--- src/rtl/alu_serial_ctrl.sv ---
// ---------------------------------------------------------------------------
// alu_serial_ctrl
//   Bit-serial ALU sequencer. A single 1-bit ALU slice is stepped over WIDTH
//   cycles, LSB first, to perform a WIDTH-bit AND / OR / ADD / SUB / SLT.
//   The ripple carry lives in a flop between bit steps.
//
//   Timing: start accepted at edge E -> busy for WIDTH+1 cycles ->
//   result/zero/done valid in the cycle after edge E+WIDTH+1.
//
// Ports (alu_serial_ctrl):
//   clk       in   1      clock, rising edge
//   rst_n     in   1      synchronous active-low reset
//   start     in   1      request, sampled only while idle
//   op        in   3      op[2] invert b / initial carry;
//                         op[1:0] 00 AND, 01 OR, 10 ADD/SUB, 11 SLT
//   a, b      in   WIDTH  operands, captured on accepted start
//   busy      out  1      operation in progress
//   done      out  1      one-cycle pulse, result valid
//   result    out  WIDTH  result, held until the next accepted start
//   zero      out  1      result == 0, registered with result
//   overflow  out  1      only with ALU_SERIAL_OVF_EN: signed overflow of
//                         ADD/SUB, 0 for other ops
//
// Optional feature macro: ALU_SERIAL_OVF_EN
//   Defined   : overflow port present; SLT is corrected for signed overflow.
//   Undefined : no overflow port; SLT uses the raw sign of a-b.
// ---------------------------------------------------------------------------

// 1-bit ALU slice: b inversion, AND/OR/full-add and a pass-through "less"
// input used by SLT on bit 0.
module alu_slice (
  input  logic       i_a,
  input  logic       i_b,
  input  logic       i_cin,
  input  logic       i_less,
  input  logic       i_binvert,
  input  logic [1:0] i_op,
  output logic       o_result,
  output logic       o_cout,
  output logic       o_set
);

  logic w_b;
  logic w_sum;

  assign w_b    = i_b ^ i_binvert;
  assign w_sum  = i_a ^ w_b ^ i_cin;
  assign o_cout = (i_a & w_b) | (i_a & i_cin) | (w_b & i_cin);
  assign o_set  = w_sum;

  // Result selection by the low opcode bits
  always_comb begin
    case (i_op)
      2'b00:   o_result = i_a & w_b;
      2'b01:   o_result = i_a | w_b;
      2'b10:   o_result = w_sum;
      default: o_result = i_less;
    endcase
  end

endmodule

module alu_serial_ctrl #(
  parameter int WIDTH = 32,
  parameter int CNT_W = $clog2(WIDTH)
) (
  input  logic             clk,
  input  logic             rst_n,
  input  logic             start,
  input  logic [2:0]       op,
  input  logic [WIDTH-1:0] a,
  input  logic [WIDTH-1:0] b,
  output logic             busy,
  output logic             done,
  output logic [WIDTH-1:0] result,
  output logic             zero
`ifdef ALU_SERIAL_OVF_EN
  ,
  output logic             overflow
`endif
);

  localparam logic [1:0] ST_IDLE = 2'd0;
  localparam logic [1:0] ST_RUN  = 2'd1;
  localparam logic [1:0] ST_FIX  = 2'd2;

  localparam logic [CNT_W-1:0] LAST_IDX = CNT_W'(WIDTH - 1);

  logic [1:0]       r_state;
  logic [WIDTH-1:0] r_aSh;
  logic [WIDTH-1:0] r_bSh;
  logic [WIDTH-1:0] r_resSh;
  logic [2:0]       r_op;
  logic             r_carry;
  logic [CNT_W-1:0] r_index;
  logic             r_msbSet;
  logic [WIDTH-1:0] r_result;
  logic             r_zero;
  logic             r_done;
`ifdef ALU_SERIAL_OVF_EN
  logic             r_msbOvf;
  logic             r_overflow;
`endif

  logic             w_sliceRes;
  logic             w_sliceCout;
  logic             w_sliceSet;
  logic             w_lessBit;
  logic [WIDTH-1:0] w_finalResult;

  // The single shared slice always works on the current LSB of the operand
  // shifters; "less" is tied low because SLT is assembled in FIX instead.
  alu_slice u_slice (
    .i_a       (r_aSh[0]),
    .i_b       (r_bSh[0]),
    .i_cin     (r_carry),
    .i_less    (1'b0),
    .i_binvert (r_op[2]),
    .i_op      (r_op[1:0]),
    .o_result  (w_sliceRes),
    .o_cout    (w_sliceCout),
    .o_set     (w_sliceSet)
  );

  // SLT bit: raw sign of a-b, optionally corrected by the signed overflow
`ifdef ALU_SERIAL_OVF_EN
  assign w_lessBit = r_msbSet ^ r_msbOvf;
`else
  assign w_lessBit = r_msbSet;
`endif

  assign w_finalResult = (r_op[1:0] == 2'b11) ? {{(WIDTH-1){1'b0}}, w_lessBit}
                                              : r_resSh;

  assign busy   = (r_state != ST_IDLE);
  assign done   = r_done;
  assign result = r_result;
  assign zero   = r_zero;
`ifdef ALU_SERIAL_OVF_EN
  assign overflow = r_overflow;
`endif

  // Sequencer: capture operands in IDLE, one slice step per RUN cycle with
  // result bits entering from the MSB side, then a single FIX cycle that
  // publishes result/zero and pulses done.
  always_ff @(posedge clk) begin
    if (!rst_n) begin
      r_state    <= ST_IDLE;
      r_aSh      <= '0;
      r_bSh      <= '0;
      r_resSh    <= '0;
      r_op       <= '0;
      r_carry    <= 1'b0;
      r_index    <= '0;
      r_msbSet   <= 1'b0;
      r_result   <= '0;
      r_zero     <= 1'b0;
      r_done     <= 1'b0;
`ifdef ALU_SERIAL_OVF_EN
      r_msbOvf   <= 1'b0;
      r_overflow <= 1'b0;
`endif
    end else begin
      r_done <= 1'b0;
      case (r_state)
        ST_IDLE: begin
          if (start) begin
            r_aSh   <= a;
            r_bSh   <= b;
            r_op    <= op;
            r_carry <= op[2];
            r_index <= '0;
            r_state <= ST_RUN;
          end
        end
        ST_RUN: begin
          r_resSh <= {w_sliceRes, r_resSh[WIDTH-1:1]};
          r_carry <= w_sliceCout;
          r_aSh   <= r_aSh >> 1;
          r_bSh   <= r_bSh >> 1;
          r_index <= r_index + CNT_W'(1);
          // On the MSB step the carry-in still holds carry-into-MSB, so the
          // overflow term is available before the carry flop is overwritten.
          if (r_index == LAST_IDX) begin
            r_msbSet <= w_sliceSet;
`ifdef ALU_SERIAL_OVF_EN
            r_msbOvf <= r_carry ^ w_sliceCout;
`endif
            r_state  <= ST_FIX;
          end
        end
        ST_FIX: begin
          r_result   <= w_finalResult;
          r_zero     <= (w_finalResult == '0);
          r_done     <= 1'b1;
`ifdef ALU_SERIAL_OVF_EN
          r_overflow <= (r_op[1:0] == 2'b10) & r_msbOvf;
`endif
          r_state    <= ST_IDLE;
        end
        default: r_state <= ST_IDLE;
      endcase
    end
  end

endmodule
--- config.mk ---
export PLATFORM = sky130hd
export DESIGN_NAME = alu_serial_ctrl
export DESIGN_NICKNAME = d
export VERILOG_FILES = /design/src/rtl/alu_serial_ctrl.sv
export SDC_FILE = /design/constraint.sdc
export NUM_CORES = 1
export LEC_CHECK = 0
export CAP_MARGIN = 20
export CORE_ASPECT_RATIO = 0.7
export CORE_MARGIN = 2
export CORE_UTILIZATION = 48
export CTS_BUF_LIST = sky130_fd_sc_hd__clkbuf_4 sky130_fd_sc_hd__clkbuf_8
export CTS_CLUSTER_DIAMETER = 60
export DETAILED_ROUTE_END_ITERATION = 12
export PLACE_DENSITY = 0.8
export SLEW_MARGIN = 5
export SYNTH_ARGS = -nofsm -noshare
export SYNTH_HDL_FRONTEND = slang
export SYNTH_SLANG_ARGS = --single-unit
--- constraint.sdc ---
create_clock -name clk -period 2.4 [get_ports clk]
set_clock_uncertainty 0.2 [all_clocks]
set_input_delay 0.72 -clock clk [delete_from_list [all_inputs] [get_ports clk]]
set_output_delay 0.72 -clock clk [all_outputs]
set_load 0.1 [all_outputs]
======== Yosys cells after proc, flatten, opt, wreduce, memory -nomap -nowiden ========
Cells that the tools add are included.
Widths: inputs -> output; s select.
word-level totals
  word-level logic and storage cells ...... 52
  input bits .............................. 70
  output and inout port bits .............. 35
  register bits ........................... 142
cells by class
  add/subtract/negate cells ............... 1
  muxes and demuxes ....................... 14
  eq/ne operators ......................... 8
  reduce and logical (&&, ||, !) cells .... 9
  bitwise operators ....................... 9
operators by type and width
  operator             count
  $pmux 32 s2          2
  $mux 32              3
  $logic_not 32->1     1
  $pmux 5 s2           1
  $reduce_and 2->1     4
  $eq 2x2->1 const B   3
  $add 5x1->5 const B  1
  $eq 5x5->1 const B   1
  $mux 5               1
  $eq 2x1->1 const B   2
  $logic_not 2->1      2
  $mux 2               2
  $ne 2x2->1 const B   2
  $pmux 2 s2           1
  $reduce_bool 2->1    2
  $and 1x1->1          3
  $or 1x1->1           3
  $pmux 1 s3           1
  $xor 1x1->1          3
  $mux 1               2
  $pmux 1 s2           1

======== Longest topological paths before layout ========
Gate-level depths: netlist of the first run.
  word-level depth ........................ 5
  gate-level depth with buffers ........... 7
  gate-level depth less buffers ........... 7

======== By module ========
From an unflattened synthesis of the first run, not the netlist that was laid out.
second synthesis, totals
  cells, all modules ...................... 696
  area, all modules ....................... 5605.4 um2
modules (own cells, without submodules)
  module           area an instance (um2)  sequential area each (um2)  instances  cells an instance
  alu_serial_ctrl  5506.5                  2842.7                      1          685
  alu_slice        98.8                    0.0                         1          11

======== Worst setup path before layout of the first run ========
OpenSTA, ideal clock, no wires.
  kind .................................... reg-to-output
  start point ............................. register r_state[1]
  end point ............................... output port busy
  required time ........................... 1480 ps
  buffers on the path ..................... 0
  arrival time ............................ 1072 ps
  cell stages (with the launch flop) ...... 3
  slack ................................... 408 ps
  cells stage by stage .................... dfxtp_1 -> nor2_1 -> inv_1
between the ends
  longest elaborated chain between the ends .. 1
ends and longest elaborated chain
  item                      line  text
  start: declaration        89    logic [1:0] r_state;
  start signal: assignment  148   r_state <= ST_IDLE;
  start signal: assignment  173   r_state <= ST_RUN;
  start signal: assignment  189   r_state <= ST_FIX;
  $reduce_bool 2->1         135   assign busy = (r_state != ST_IDLE);
  end: declaration          73    output logic busy,
Every way passes these cells.

======== Worst setup path in the final report of the first run ========
  start point ............................. register r_state[0]
  end point ............................... output port busy
Same word-level chain as after synthesis.

==> results of run 1 <==
## area by class of cell
type | count | share of cell area (%)
multi-input combinational | 488 | 35.9
inverter | 4 | 0.251
timing repair buffer | 124 | 20.7
sequential | 142 | 35.7
clock buffer | 20 | 3.45
tap | 162 | 2.54
clock inverter | 11 | 1.46
## worst register-to-register path, cell delays in order, from the launching register on
cell	delay (ps)
dfxtp_1	340
xnor2_1	210
inv_1	110
fa_1	490
mux2i_1	150
nor2_1	50
a211oi_1	320
nor3_1	80
## path summary, 6_finish.rpt
kind              startpoint     endpoint  slack, ps  cells past startpoint
hold reg to reg      r_op[2]      r_op[2]        280                      2
setup / recovery  r_state[0]         busy        130                      3
hold / removal       r_op[2]      r_op[2]        280                      2
setup reg to reg    r_bSh[0]  r_resSh[31]        330                      7
## flip-flops by register name (all words and copies together), names as in the netlist
signal	count
r_index	5
result	32
done	1
r_msbSet	1
r_resSh	32
r_carry	1
r_bSh	32
r_state	2
zero	1
r_aSh	32
r_op	3
## cells in the final DEF (no fill, tap or decap), drive strengths merged, types with 2 or more instances in the layout
cell type / netlist / final
nand2: 201 / 201
dfxtp: 142 / 142
nor2: 109 / 109
clkdlybuf4s50: 0 / 69
a311oi: 61 / 61
buf: 43 / 55
a21oi: 45 / 45
a22oi: 31 / 31
clkbuf: 16 / 20
nand3: 7 / 7
nor4: 7 / 7
clkinv: 1 / 6
nor3: 4 / 4
ha: 4 / 4
inv: 3 / 4
clkinvlp: 0 / 3
o21ai: 2 / 2
mux2i: 2 / 2
a211oi: 2 / 2
bufinv: 0 / 2
nand2b: 2 / 2
## logic make-up (layout without fill, tap and decap cells)
family	count (synthesis)	in the layout	share of synthesized area [%]
muxes	2	2	0.330
xor gates and xnor gates	1	1	0.144
adders and majority gates	5	5	1.16
and+or+nand+nor	336	336	22.0
AOI/OAI and AO/OA	144	144	23.5
buffers and inverters	63	159	6.04
DFF	142	142	46.9
## power by group through the flow
stage          logic, mW  registers [mW]  clock network [mW]
2_1_floorplan      0.498            2.57                   0
3_5_place_dp       0.707            2.59                   0
4_1_cts            0.711            2.54                1.91
6_report           0.706            2.54                1.87
5_1_grt            0.774            2.56                2.03
3_3_place_gp       0.683            2.59                   0
## per-layer routing
metal / vias up / routed length, um / part of all wire (%) / track usage (%)
li1: 2553 / - / - / -
met2: 139 / 6340 / 46 / 32.9
met3: 17 / 785 / 5.6 / 5.98
met4: 2 / 133 / 0.95 / 4.87
met5: - / 14 / 0.10 / 0
met1: 2458 / 6660 / 48 / 29.2
==> run metrics, run 1 <==
delay-heaviest family, CP=flip-flops; core area=12400 um2; Max Freq=440 MHz; DRC violations left=0; Max transition margin=63.8%; PD cells=around 640 nW/um2; post-synth top area cell=dfxtp_1; Max stage delay on crit path=approximately 500 ps; GPL Wtd Cong=0.818; Max clock buf depth=2; Reg area=2840 um2; Commonest cells post-synth=nand2_1, dfxtp_1, nor2_1; Cells after DPL=920; vias in the first global route=4897; dominant synthesized flop cell=dfxtp_1; drt initial violations=about 330; Worst-Skew Late Latency=approximately 430 ps; pin count of the biggest net entering global routing=just under 60; H-tree depth=4; top post-synthesis cells by area=dfxtp_1, a311oi_2, nand2_1; root buf cell=clkbuf_8; max_cap viols=0; Post-CTS Setup Bufs=0; slowest stage cell on the critical path=dfxtp_1; class of the worst hold path=reg2reg; Max Slew Vio Count=0; Worst-Margin Slew=542 ps; pre-CTS setup slack=-85.6 ps; Via-to-Cell Ratio=5.44; global route overflow=0; Synth top area share=46.9%; die area=around 14000 um2; crit path DAT=1350 ps; Final min period=2270 ps; post-route ant nets=0; fillers=approximately 1000; area of the multi-input gates=2860 um2; initial antenna violation count=1; Starting Density=49.0%; endpoints failing hold=0; Mapped Area=6060 um2; total CTS buffers=17; final worst setup slack=roughly 130 ps; Post-Route WL=13900 um; via count=5169; I/O Pins=105; cells after synthesis=roughly 700; most frequent cell after synthesis=nand2_1; Initial DRT Pass Iterations=5; final setup fails=0; worst-path cell chain=nor2_1 -> inv_1 -> buf_12; RSZ-0062 raised after global routing=false; placed cell area=7580 um2; Sw Share=26.1%; hpwl dp=9460 um; Crit Path Max Fanout=5; first-pass GRT wire length=approximately 24000 um; switching pwr=1.34 mW; Int Pwr=3.79 mW; Clock Sinks=142; Die Width=roughly 140 um; status=complete, no violations; EDFF count, synth=0; crit path launch type=register; sequential fraction of the synthesis area=between 40% and 50%; Antenna diodes=0; post-synth net total=roughly 770; Crit path required time=1480 ps; Logic pwr share=roughly 14%; post-route cell area=7970 um2; total track usage=21.1%; drt wl/cell=14.7 um; Post-Route Setup TNS=0 ps; clock transition at the registers of the reported paths=70 ps; WP buf/inv=2; synth warn=0; Post-CTS Resized=0; utilization after layout=~64%; die height=roughly 100 um; Post-CTS Hold Fix Bufs=0; Clk pwr share=between 30 and 40%; Setup Crit Path Kind=reg2out; Yosys reg bits=between 100 and 150; Rows=34; fin crit share=94.6%; port bufs=104; Power Total=5.12 mW; CTS tree=built; Seq pwr share=49.6%; nets=852; leakage power=about 2.9 nW; Async SR Flop Fraction=0%; area growth from synthesis to layout=31.5%; Mean Syn Cell Area=between 8 and 9 um2; endpoint class of the critical path=output port; layout cell share with drive strength beyond 1=between 10% and 20%; Post-Layout Cell Count=951; worst vdd ir=between 0.3 and 0.4 mV; Hold Slack=277 ps; synth unique cells=34
Note: power is estimated with default switching activity, not from simulation.
==> inputs of run 2 (changes only) <==
CORE_ASPECT_RATIO = unset   (was 0.7)
clock period = 2.49 ns   (was 2.4 ns; I/O delays follow)
==> run metrics, run 2 (synthesis results as in run 1) <==
status=complete, no violations; Seq pwr share=a little under half; worst r2r dst=r_bSh[28]; RSZ-0062 raised after global routing=false; layout cell share with drive strength beyond 1=19.2%; setup slack, reg-to-reg=around 460 ps; gr busiest metal=met2; fin crit share=94.7%; commonest non-fill, non-tap cell in the layout=nand2_1; worst-path cell chain=nor2_1 -> inv_1 -> buf_12; Power Total=5.13 mW; I/O Pins=105; Max Freq=424 MHz; max_cap viols=0; pin count of the biggest net entering global routing=55; leakage power=~2.8 nW; crit path launch type=register; first-pass GRT wire length=~23000 um; CTS tree=built; switching pwr=1.28 mW; Max Slew Vio Count=0; Global Route met1 Usage=25.4%; endpoint class of the critical path=output port; Antenna diodes=0; Max transition margin=between 60% and 70%; Rows=41; Crit path required time=between 1500 and 2000 ps; die height=116 um; H-tree depth=4; DRC violations left=0; worst vdd ir=0.355 mV; Logic pwr share=13.3%; slowest stage cell on the critical path=dfxtp_1; GPL Wtd Cong=around 0.79; initial antenna violation count=0; post-route cell area=7590 um2; hpwl dp=9260 um; post-route ant nets=0; Max clock buf depth=2; nets=850; crit path DAT=1410 ps; met2 Use GR=35.5%; final setup fails=0; Worst R2R Start=r_state[1]; total track usage=20.6%; Hold Crit Depth=1; drt wl/cell=14.1 um; drt initial violations=between 300 and 400; Worst-Skew Late Latency=430 ps; Max stage delay on crit path=around 400 ps; hold_sp=r_index[3]; die area=~14000 um2; Starting Density=48.7%; Clock Sinks=142; vias in the first global route=between 5000 and 6000; Int Pwr=3.85 mW; cells on worst reg2reg path=4; class of the worst hold path=reg2reg; total CTS buffers=17; Post-CTS Resized=0; core area=12500 um2; area growth from synthesis to layout=25.2%; Hold Path Sink=r_index[3]; Die Width=116 um; global route overflow=0; Clk pwr share=38.9%; WP buf/inv=2; delay-heaviest family, CP=flip-flops; root buf cell=clkbuf_8; Setup Crit Path Kind=reg2out; Via-to-Cell Ratio=~5.4; placed cell area=7150 um2; Crit Path Max Fanout=5; port bufs=roughly 100; Post-CTS Setup Bufs=0; Initial DRT Pass Iterations=6; Post-Route WL=13500 um; via count=between 5000 and 6000; commonest cells after routing, fill and taps aside=nand2_1, dfxtp_1, nor2_1; Worst-Margin Slew=490 ps; endpoints failing hold=0; Final min period=2360 ps; clock transition at the registers of the reported paths=70 ps; Sw Share=24.9%; PD cells=around 680 nW/um2; met3 usage=4.67%; Post-CTS Hold Fix Bufs=0
## run 2: changes by cell type in the layout (fill, tap and decap cells not counted)
cell,before,now
buf_12,44,10
bufinv_16,2,4
buf_4,11,43
clkinv_2,5,4
clkinvlp_4,3,2
## run 2: worst max-delay path by stage
stage	from	endpoint	depth (start not counted)
after floorplan	r_state[1]	busy	2
after global placement	start	r_index[2]	6
after detailed placement	start	r_index[2]	6
after CTS	r_state[0]	busy	3
after global routing	r_state[0]	busy	3
final	r_state[0]	busy	3
## run 2: area by class of cell
class | count | area (um2)
Clock buffer | 20 | 275
Timing Repair Buffer | 122 | 1210
Multi-Input combinational cell | 488 | 2860
Fill cell | 1081 | 4870
Clock inverter | 11 | 164
Sequential cell | 142 | 2840
Inverter | 4 | 20.0
Tap cell | 172 | 215
## run 2: metal layers
metal  share of wire, %  vias up
met5                  0        -
met4                1.8        0
met3                4.8       24
met2                 49      142
met1                 44     2442
li1                   -     2545
## run 2: metrics by stage
step	hold WS (ps)	setup WS, ps	setup TNS, ps	cells	utilization [%]
detailed placement	253	-7.16	-9.79	928	57.4
CTS	264	139	0	959	60.9
finish	265	131	0	959	60.9
global placement	232	-5.81	-5.81	928	57.4
floorplan	214	471	0	693	-
global route	284	93.5	0	959	60.9
## run 2: worst register-to-register path, delay by kind of cell, from the launching register on
kind            cells  cell delay (ps)
compound gates      1              260
buf+inv             1              410
flops               1              460
simple gates        2              610
## run 2: power groups by stage
stage / combinational [mW] / clock, mW / sequential [mW]
final: 0.681 / 2.00 / 2.45
after CTS: 0.684 / 2.03 / 2.45
after detailed placement: 0.680 / 0 / 2.50
after global placement: 0.656 / 0 / 2.49
after global routing: 0.745 / 2.12 / 2.46
after floorplan: 0.480 / 0 / 2.48
==> inputs of run 3 (changes only) <==
CELL_PAD_IN_SITES_DETAIL_PLACEMENT = 1   (was unset)
CELL_PAD_IN_SITES_GLOBAL_PLACEMENT = 1   (was unset)
CORE_UTILIZATION = 41   (was 48)
PLACE_DENSITY = 0.88   (was 0.8)
==> run metrics, run 3 (synthesis results as in run 1) <==
status=complete, no violations; die height=126 um; core area=14500 um2; worst-path cell chain=nor2_1 -> inv_1 -> buf_12; Final min period=2400 ps; class of the worst hold path=reg2reg; Worst-Skew Late Latency=approximately 460 ps; Post-Route WL=approximately 16000 um; worst vdd ir=0.313 mV; drt initial violations=275; Max Slew Vio Count=0; Die Width=126 um; Rows=44; Max Freq=417 MHz; total CTS buffers=17; fillers=1692; initial antenna violation count=0; final setup fails=0; Post-CTS Setup Bufs=0; layout cell share with drive strength beyond 1=19.8%; RSZ-0062 raised after global routing=false; CTS tree=built; endpoints failing hold=0; slowest stage cell on the critical path=dfxtp_1; hpwl dp=10800 um; global route overflow=0; Max clock buf depth=2; DRC violations left=0; root buf cell=clkbuf_8; Starting Density=41.9%; post-route ant nets=0; endpoint class of the critical path=output port; Via-to-Cell Ratio=5.33; nets=855; Reg area=2840 um2; commonest cells after routing, fill and taps aside=nand2_1, dfxtp_1, nor2_1; drt wl/cell=16.0 um; Max stage delay on crit path=about 540 ps; leakage power=2.84 nW; Worst-Margin Slew=404 ps; Crit Path Max Fanout=5; Post-Route Setup TNS=0 ps; crit path launch type=register; port bufs=104; H-tree depth=4; clock transition at the registers of the reported paths=80 ps; Max transition margin=73.0%; total track usage=20.1%; crit path DAT=1450 ps; commonest non-fill, non-tap cell in the layout=nand2_1; fin crit share=96.3%; Post-CTS Hold Fix Bufs=0; vias in the first global route=5440; Power Total=roughly 5.3 mW; utilization after layout=53.0%; pin count of the biggest net entering global routing=59; Initial DRT Pass Iterations=5; GPL Wtd Cong=between 0.7 and 0.8; die area=15800 um2; PD cells=694 nW/um2; Setup Crit Path Kind=reg2out; max_cap viols=0; area growth from synthesis to layout=26.6%; I/O Pins=105; first-pass GRT wire length=26100 um; Crit path required time=1540 ps; Clock Sinks=~140; Post-CTS Resized=0; area of the multi-input gates=2860 um2; Antenna diodes=0; via count=roughly 5200
run 3: cell count changes in the layout (fill, tap and decap cells not counted):
cell,change
clkbuf_4,+1
clkinvlp_4,-1
bufinv_16,+1
buf_4,+5
run 3: power by group:
group          switching, mW  internal (mW)
Clock                  0.890           1.28
Combinational          0.385          0.318
Sequential            0.0708           2.38
Total                   1.35           3.98
run 3: final timing paths:
check	slack (ps)	cells past startpoint	end	start
worst max-delay path	90	3	busy	r_state[0]
worst min-delay path	280	1	r_index[3]	r_index[3]
worst max register to register	430	7	r_resSh[31]	r_op[2]
worst min register to register	280	1	r_index[3]	r_index[3]
run 3: layout make-up:
class | count | area share (%)
timing repair buffer | 127 | 16.3
inverter | 4 | 0.261
clock buffer | 21 | 3.68
clock inverter | 11 | 2.43
sequential | 142 | 37.0
tap | 184 | 3.00
multi-input combinational | 488 | 37.3
run 3: critical path: cells and delay by family, from the launching register on:
kind | cells | cell delay [ps]
flip-flops | 1 | 540
buffers and inverters | 2 | 310
AND/OR/NAND/NOR | 1 | 140
run 3: routing by layer:
metal / track usage, % / share of wire (%) / up-vias
met4: 7.06 / 1.4 / 0
met1: 24.2 / 44 / 2520
li1: - / - / 2564
met2: 35.2 / 51 / 102
met5: 0 / 0 / -
met3: 4.63 / 3.9 / 20
run 3: stage by stage:
| step | instance area (um2) | hold slack [ps] | std cells | worst slack (ps) |
|---|---|---|---|---|
| global route | 7680 | 296 | 977 | 60.3 |
| global placement | 7210 | 234 | 945 | 102 |
| finish | 7680 | 275 | 977 | 91.7 |
| detailed placement | 7210 | 263 | 945 | 16.7 |
| CTS | 7680 | 274 | 977 | 81.3 |
| floorplan | 6060 | 214 | 693 | 471 |
